### config.mk
export PLATFORM = sky130hd
export DESIGN_NAME = demux_l1a4
export DESIGN_NICKNAME = d
export VERILOG_FILES = /design/src/rtl/demux_l1a4.sv
export SDC_FILE = /design/constraint.sdc
export NUM_CORES = 1
export LEC_CHECK = 0
export BUFFER_PORTS_ARGS = -buffer_cell sky130_fd_sc_hd__buf_2
export CAP_MARGIN = 20
export CELL_PAD_IN_SITES_DETAIL_PLACEMENT = 0
export CELL_PAD_IN_SITES_GLOBAL_PLACEMENT = 1
export CORE_MARGIN = 5
export CORE_UTILIZATION = 40
export DETAILED_ROUTE_END_ITERATION = 8
export PLACE_DENSITY = 0.78
export SLEW_MARGIN = 5
export SYNTH_ARGS = -nofsm -noshare
export SYNTH_HDL_FRONTEND = slang
export SYNTH_SLANG_ARGS = --single-unit
### constraint.sdc
create_clock -name clk -period 4.4 [get_ports clk]
set_clock_uncertainty 0.15 [all_clocks]
set_input_delay 0.44 -clock clk [delete_from_list [all_inputs] [get_ports clk]]
set_output_delay 0.44 -clock clk [all_outputs]
set_load 0.1 [all_outputs]
### src/rtl/demux_l1a4.sv
// Purpose: spreads one serial BW-bit word stream round-robin over four lanes and publishes them as aligned groups.
// Latency: a full group is published on the edge that captures its lane-3 word; a partial group is flushed after FLUSH_CYC idle cycles.
// Backpressure: none; every valid word is accepted, and outputs hold the last published group until the next publish.
module demux_l1a4 #(
    parameter int BW        = 8,
    parameter int FLUSH_CYC = 4
) (
    input  logic          clk,
    input  logic          reset,
    input  logic [BW-1:0] Entrada,
    input  logic          validEntrada,
    output logic [BW-1:0] Salida0,
    output logic [BW-1:0] Salida1,
    output logic [BW-1:0] Salida2,
    output logic [BW-1:0] Salida3,
    output logic          validSalida0,
    output logic          validSalida1,
    output logic          validSalida2,
    output logic          validSalida3,
    output logic          grupo_listo,
    output logic [1:0]    lane_ptr
);

    // Idle counter: just wide enough to reach FLUSH_CYC, at least one bit.
    localparam int CW = (FLUSH_CYC < 1) ? 1 : $clog2(FLUSH_CYC + 1);
    // The flush fires on the idle edge where the counter already shows FLUSH_CYC-1.
    localparam logic [CW-1:0] IDLE_LAST = (FLUSH_CYC > 0) ? CW'(FLUSH_CYC - 1) : '0;
    localparam logic [CW-1:0] IDLE_MAX  = '1;

    typedef enum logic {
        VACIO    = 1'b0,
        LLENANDO = 1'b1
    } state_t;

    state_t          r_state;
    logic [BW-1:0]   r_stg [4];
    logic [3:0]      r_stg_vld;
    logic [1:0]      r_lane_ptr;
    logic [CW-1:0]   r_idle;
    logic [BW-1:0]   r_sal [4];
    logic [3:0]      r_vsal;
    logic            r_grupo;

    logic            w_publish_full;
    logic            w_flush;
    logic            w_flush_en;

    assign w_flush_en     = (FLUSH_CYC > 0);
    // Lane-3 word arriving completes the group; it bypasses staging.
    assign w_publish_full = validEntrada && (r_lane_ptr == 2'd3);
    // An arriving word always beats the idle limit.
    assign w_flush        = w_flush_en && !validEntrada && (r_state == LLENANDO) &&
                            (r_idle == IDLE_LAST);

    // Staging, lane pointer, idle counter, FSM and registered group outputs.
    always_ff @(posedge clk or posedge reset) begin
        if (reset) begin
            r_state    <= VACIO;
            r_stg_vld  <= '0;
            r_lane_ptr <= '0;
            r_idle     <= '0;
            r_vsal     <= '0;
            r_grupo    <= 1'b0;
            for (int i = 0; i < 4; i++) begin
                r_stg[i] <= '0;
                r_sal[i] <= '0;
            end
        end else begin
            r_grupo <= w_publish_full || w_flush;
            if (validEntrada) begin
                r_idle <= '0;
                if (r_lane_ptr == 2'd3) begin
                    r_sal[0]   <= r_stg[0];
                    r_sal[1]   <= r_stg[1];
                    r_sal[2]   <= r_stg[2];
                    r_sal[3]   <= Entrada;
                    r_vsal     <= 4'hF;
                    r_stg_vld  <= '0;
                    r_lane_ptr <= '0;
                    r_state    <= VACIO;
                end else begin
                    r_stg[r_lane_ptr]     <= Entrada;
                    r_stg_vld[r_lane_ptr] <= 1'b1;
                    r_lane_ptr            <= r_lane_ptr + 2'd1;
                    r_state               <= LLENANDO;
                end
            end else if (r_state == LLENANDO) begin
                if (w_flush) begin
                    // Unfilled lanes publish zero with their valid low.
                    for (int i = 0; i < 4; i++) begin
                        r_sal[i] <= r_stg_vld[i] ? r_stg[i] : '0;
                    end
                    r_vsal     <= r_stg_vld;
                    r_stg_vld  <= '0;
                    r_lane_ptr <= '0;
                    r_idle     <= '0;
                    r_state    <= VACIO;
                end else if (r_idle != IDLE_MAX) begin
                    r_idle <= r_idle + 1'b1;
                end
            end
        end
    end

    assign Salida0      = r_sal[0];
    assign Salida1      = r_sal[1];
    assign Salida2      = r_sal[2];
    assign Salida3      = r_sal[3];
    assign validSalida0 = r_vsal[0];
    assign validSalida1 = r_vsal[1];
    assign validSalida2 = r_vsal[2];
    assign validSalida3 = r_vsal[3];
    assign grupo_listo  = r_grupo;
    assign lane_ptr     = r_lane_ptr;

endmodule

Yosys cells after proc, flatten, opt, wreduce, memory -nomap -nowiden
Index checks and enable logic that the tools add are counted.

word-level totals
  bits in registers = 79
  latch bits = 0
  memory bits (writable) = 0
  bits in read-only memories = 0
  output and inout port bits = 39
  memories = 0

operators by class
  add/sub/neg operators = 2
  $mul = 0
  divide/modulo/power cells = 0
  magnitude comparators = 4
  equality and inequality tests = 4
  shifts and indexed selects = 0
  mux-type cells = 33
  bitwise operators = 3
  reduce and logical (&&, ||, !) cells = 14

operators by type and width
  cell                                                        number
  2-to-1 mux 32 bit                                           4
  2-to-1 mux 8 bit                                            5
  bitwise mux 32 bit                                          1
  2-to-1 mux 4 bit                                            8
  demux 8 bit (select 2 bit)                                  1
  2-to-1 mux 3 bit                                            4
  2-to-1 mux 2 bit                                            4
  AND reduction 2 bit                                         3
  logical AND 1 bit                                           5
  2-to-1 mux 1 bit                                            5
  OR 4 bit                                                    1
  nonzero test 2 bit                                          2
  adder 3 x 1 -> 3 bit, second input constant                 1
  equality test 3 x 2 -> 1 bit, second input constant         1
  >= comparator 3 bit, second input constant                  1
  less-than comparator 2 x 3 -> 1 bit, second input constant  1
  less-than comparator 3 x 1 -> 1 bit, second input constant  1
  inequality test 3 bit, second input constant                1
  inverter 2 -> 3 bit                                         1
  AND reduction 3 bit                                         1
  nonzero test 3 bit                                          1
  adder 2 x 1 -> 2 bit, second input constant                 1
  demux 1 bit (select 2 bit)                                  1
  equality test 2 bit, second input constant                  1
  5 further kinds                                             5

Depth between registers and ports, before layout
Gate-level depths: netlist (run 1).

  word-level depth = 7
  mapped depth = 6

Worst setup path after synthesis (run 1)
Ideal clock, no wire load.

  path type = register to register
  start = register r_lane_ptr[0], in the netlist lane_ptr[0]
  end = register r_sal, in the netlist Salida0[0]
  library setup time = 0.069 ns
  data arrival time = 2.105 ns
  required time = 4.181 ns
  slack = 2.076 ns
  stages on the path, launching flop included = 7
  path buffers = 2
  period minus slack after synthesis = 2.324 ns
  path through = dfrtp_1 > ha_1 > and2_1 > clkbuf_1 > a21o_1 > buf_4 > a22o_1

between the ends
  longest elaborated chain between the ends = 3

ends and longest elaborated chain
  item                                             RTL line  RTL
  start, declared                                  38        logic [1:0] r_lane_ptr;
  start signal, assigned                           84        r_lane_ptr <= r_lane_ptr + 2'd1;
  equality test 2 bit                              72        if (r_lane_ptr == 2'd3) begin
  inequality test 2 x 1 -> 1 bit (no source line)  --
  AND reduction 3 bit (no source line)             --
  end signal, assigned by index                    91        r_sal[i] <= r_stg_vld[i] ? r_stg[i] : '0;
  end, declared                                    40        logic [BW-1:0] r_sal [4];

Every way passes these cells.
A chain may end at the register's enable or synchronous reset.

Worst setup path in the final report (run 1)
  start = register r_lane_ptr[0], in the netlist lane_ptr[0]
  end = register r_sal, in the netlist Salida3[4]

The elaborated chain is that of the path after synthesis.

==> results.yml, run 1 <==
outcome:
  status: "complete, no violations"
setup_path:
  required_ns: 4.48
  crit_chain: "ha_1, and2_1, nor2_4, inv_2, o211a_1"
  critPathKind: "register to register"
  cp_slowest_stage_delay_ns: 0.55
  critPathMaxFanout: 26
  cp_slowest_cell: "nor2_4"
  cp.arrival_ns: 2.40
  cp-end-kind: "register"
  start_kind: "register"
  rrSetupSlack_ns: 2.08
placement:
  port_buffers: 49
  routabilityCongestion: 0.7655
  dp_hpwl_mm: 4.293
floorplanning:
  core-area_um2: 7607
  ios: 50
  die_x_um: 97.92
  dieArea_um2: 9587
  rows: 32
  die_height_um: 97.92
  initial_core_util_pct: 40.64
clock_tree:
  cts_setup_buffers: 0
  h-tree-depth: 3
  cts_buffers: 9
  clk_pin_slew_worst_paths_ns: 0.08
  cts.sinks: 79
  cts.path.max_buffers: 2
  ctsHoldBuffers: 1
  cts_tree: "built"
  cts_resized: 0
  clkLatencyLatePin_ns: 0.35
  cts-root-buf: "clkbuf_8"
finish:
  antennaDiodeCount: 0
  layout_common_cells: "79 x dfrtp_1, 49 x buf_2, 24 x a22o_1"
  fin_nets: 282
  drive_gt1_share_pct: 33.58
  layout_commonest_cell: "dfrtp_1"
  syn_to_final_growth_pct: 17.36
  fillers: 710
logic_synthesis:
  syn_nets: 238
  synthCells: 222
  synth-seq-cells: 79
  synth-warning-count: 0
  syn_avg_cell_area_um2: 13.93
  synth_edf_count: 0
  synthFlopType: "dfrtp_1"
  syn_area_um2: 3092
  yosys.cell_types.count: 33
  synth-async-reset-ratio_pct: 100.0
  ys_seq_area_share_pct: 63.94
sta:
  fin_crit_sh_pct: 52.70
  max_freq_mhz: 431.3
  setup_viol: 0
  rsz0062_at_grt: "no"
  hold_violations: 0
  finalSetupTns_ns: 0
  tightestPinTransition_ns: 0.6135
  maxSlewViolCount: 0
  max_slew_margin_pct: 59.00
  layout_min_cycle_time_ns: 2.319
global_route:
  antenna_found_initial: 0
  grt_max_degree: 31
  grt_pass1_vias: 1971
  grt_overflow_total: 0
  grt_first_pass_wirelength_mm: 10.36
  globalRouteTotalUtil_pct: 13.65
flow_run:
  drv_cap: 0
route:
  dr.pass1.iters: 4
  drtAntennaViolNets: 0
  route.detailed.drc: 0
  num_vias: 1902
  wl_per_cell_um: 16.61
  finalWirelength_mm: 6.195
  first_iter_violations: 54
  viasPerCell: 5.099
min_path:
  hold_path_class: "primary input to register"
final cells by class:
cell class	count	area (um^2)	share of cell area, %
clock buffer	10	137.6	3.793
clock inverter	6	93.84	2.586
inverter	5	18.77	0.5172
multi-input combinational	119	1003	27.66
sequential	79	1977	54.48
tap	102	127.6	3.517
timing repair buffer	52	270.3	7.448
cells by family after synthesis:
family	share of synthesized area (%)
AOI/OAI and AO/OA	13.56
adders and majority gates	2.023
buffers and inverters	3.601
DFF	63.94
muxes	11.33
and+or+nand+nor	5.544
per-stage QoR:
stage          instances  cell area [um^2]  hold WS, ns  setup slack (ns)  utilization (%)
2_1_floorplan        222              3092       0.2784             1.787                -
3_3_place_gp         356              3387       0.2157             2.009            44.52
3_5_place_dp         356              3387       0.2173             1.981            44.52
4_1_cts              373              3628       0.2051             2.067            47.70
5_1_grt              373              3628       0.2214             1.896            47.70
6_report             373              3628       0.2180             2.081            47.70
critical path: cells and delay by family, from the launching register on:
| family | cells | cell delay, ns |
|---|---|---|
| and+or+nand+nor | 2 | 0.84 |
| DFF | 1 | 0.48 |
| adders and majority gates | 1 | 0.26 |
| AOI/OAI and AO/OA | 1 | 0.26 |
| buffers and inverters | 1 | 0.21 |
state kept, by name, indices dropped and copies added, names as in the netlist:
| register | cells |
|---|---|
| Salida3 | 8 |
| r_state | 1 |
| r_idle | 3 |
| r_stg | 32 |
| Salida1 | 8 |
| lane_ptr | 2 |
| grupo_listo | 1 |
| r_stg_vld | 4 |
| Salida0 | 8 |
| r_vsal | 4 |
| Salida2 | 8 |
layer usage:
layer,vias to the layer above,GRT usage (%),wire length (um)
met2,38,21.68,2924
li1,886,-,-
met3,7,3.000,198
met4,0,5.431,104
met1,971,18.27,2967
met5,-,0,0
cells in the mapped netlist, drive strengths merged (2+ instances only):
| master | n | area (um^2) |
|---|---|---|
| a21o | 6 | 45.04 |
| nand3 | 2 | 10.01 |
| nand3b | 3 | 22.52 |
| and2 | 2 | 12.51 |
| mux2i | 8 | 80.08 |
| nand2b | 3 | 18.77 |
| o21ai | 13 | 65.06 |
| a22o | 24 | 210.2 |
| inv | 5 | 18.76 |
| ha | 5 | 62.56 |
| o211a | 7 | 70.07 |
| nor2b | 3 | 18.77 |
| clkbuf | 10 | 37.54 |
| nor2 | 3 | 18.77 |
| dfrtp | 79 | 1977 |
| nand2 | 8 | 30.03 |
| buf | 9 | 55.04 |
| mux2 | 24 | 270.3 |
path summary, 6_finish.rpt:
check                             from           to  depth (start not counted)
setup / recovery           lane_ptr[0]   Salida3[4]                          5
hold / removal              Entrada[6]    r_stg[14]                          2
setup reg to reg           lane_ptr[0]   Salida3[4]                          5
hold reg to reg               r_stg[3]     r_stg[3]                          0
max in group asynchronous        reset   Salida0[1]                          4
min in group asynchronous        reset  lane_ptr[1]                          3
Power of run 1 is not shown: default switching activity piles up to over one toggle a cycle in this logic, so the estimate is an artifact.
==> run 2, diff against run 1 <==
==> constraint.sdc (replaced) <==
create_clock -name clk -period 2.15 [get_ports clk]
set_clock_uncertainty 0.15 [all_clocks]
set_input_delay 0.215 -clock clk [delete_from_list [all_inputs] [get_ports clk]]
set_output_delay 0.215 -clock clk [all_outputs]
set_load 0.1 [all_outputs]
==> run 2 against run 1 <==
Compared with the run above:
- worst hold slack got worse by 0.21 ns
- register-to-register slack got worse by 1.8 ns
- cell area increased by 0.31%
- sequential cell count unchanged
- critical endpoint is now Salida2[6]
- largest cell class unchanged
- die area unchanged
==> results.yml, run 2 (synthesis gave the netlist of run 1 again) <==
outcome:
  status: "complete, no violations"
finish:
  antennaDiodeCount: 0
  layout_common_cells: "77 x dfrtp_1, 49 x buf_2, 24 x a22o_1"
  syn_to_final_growth_pct: 17.73
  layout_commonest_cell: "dfrtp_1"
  fin_cells: 377
  largest_register_ffs: 32
  fin_nets: 286
  fillers: 709
  drive_gt1_share_pct: 34.91
  regMostFlops: "r_stg"
  fin_area_um2: 3640
sta:
  max_slew_margin_pct: 59.62
  finalSetupTns_ns: 0
  setup_viol: 0
  maxSlewViolCount: 0
  tightestPinTransition_ns: 0.6044
  max_freq_mhz: 543.5
  fin_crit_sh_pct: 85.58
  rsz0062_at_grt: "no"
  hold_violations: 0
  final.setup.worst_slack_ns: 0.3100
  layout_min_cycle_time_ns: 1.840
setup_path:
  worst-path-buf-inv: 1
  cp_slowest_cell: "dfrtp_2"
  cp-end-kind: "register"
  cp_top_family: "simple AND/OR/NAND/NOR gates"
  required_ns: 2.24
  cp_slowest_stage_delay_ns: 0.43
  start_kind: "register"
  cp.arrival_ns: 1.93
  critPathKind: "register to register"
  crit_chain: "ha_1, and2_1, nor2_4, buf_4, a22o_1"
  critPathMaxFanout: 13
clock_tree:
  h-tree-depth: 3
  cts.path.max_buffers: 2
  clkLatencyLatePin_ns: 0.35
  cts_resized: 0
  cts_setup_buffers: 0
  cts_buffers: 9
  cts-root-buf: "clkbuf_8"
  cts_tree: "built"
  clk_pin_slew_worst_paths_ns: 0.08
  cts.sinks: 79
global_route:
  grt_util_met1_pct: 18.84
  antenna_found_initial: 0
  grt_pass1_vias: 1915
  grt_max_degree: 37
  grt.busiest_layer: "met2"
  use_met2_pct: 19.84
  grt_first_pass_wirelength_mm: 10.07
  grtUsageMet3_pct: 3.000
  grt_overflow_total: 0
  globalRouteTotalUtil_pct: 13.44
floorplanning:
  ios: 50
  die_x_um: 97.92
  core-area_um2: 7607
  die_height_um: 97.92
  dieArea_um2: 9587
  initial_core_util_pct: 40.64
  rows: 32
route:
  drtAntennaViolNets: 0
  first_iter_violations: 69
  viasPerCell: 5.008
  route.detailed.drc: 0
  wl_per_cell_um: 15.94
  num_vias: 1888
  finalWirelength_mm: 6.008
  dr.pass1.iters: 4
placement:
  pre_cts_slack_ns: 0.3134
  dp_hpwl_mm: 4.275
  port_buffers: 49
  routabilityCongestion: 0.7392
  placed_cells: 359
  placed_cell_area_um2: 3428
flow_run:
  drv_cap: 0
min_path:
  hold_path_class: "primary input to register"
-- run 2: changes by cell type in the layout (fill, tap and decap cells not counted), sizes merged --
cell	previous run	this run
inv	5	6
buf	51	54
clkbuf	10	11
clkinvlp	1	4
dlygate4sd3	1	2
bufinv	2	0
clkinv	3	0
-- run 2: final cells by class --
class                           instances  area (um^2)  share of cell area (%)
Tap cell                              102        127.6                   3.506
Sequential cell                        79         1979                   54.38
Clock buffer                           11        151.4                   4.160
Inverter                                5        22.52                  0.6188
Timing Repair Buffer                   56        315.3                   8.663
Multi-Input combinational cell        119         1003                   27.57
Clock inverter                          5        40.04                   1.100
-- run 2: repair_timing --
action / CTS / global route
hold endpoints to repair: 25 / 0
endpoints found under the setup margin: 0 / 0
hold buffers: 2 / 0
-- run 2: per-layer routing --
layer	vias to the layer above	routed length (um)
met5	-	0
met4	0	106
met3	9	256
met2	41	2747
met1	944	2898
li1	894	-
-- run 2: path summary, 6_finish.rpt --
kind,startpoint,endpoint,slack [ns],cells after the start
max in group asynchronous,reset,lane_ptr[1],0.84,4
hold reg to reg,r_stg[3],r_stg[3],0.23,0
hold / removal,Entrada[3],r_stg[19],0.007,2
setup reg to reg,lane_ptr[0],Salida2[6],0.31,5
min in group asynchronous,reset,Salida1[2],0.33,3
setup / recovery,lane_ptr[0],Salida2[6],0.31,5
-- run 2: metrics by stage --
step	hold slack, ns	util [%]
finish	0.006851	47.85
CTS	0.0003146	47.85
global route	0.0003436	47.85
floorplan	0.1967	-
global placement	0.1540	45.07
detailed placement	0.1635	45.07
Power of run 2 is left out for the same reason.
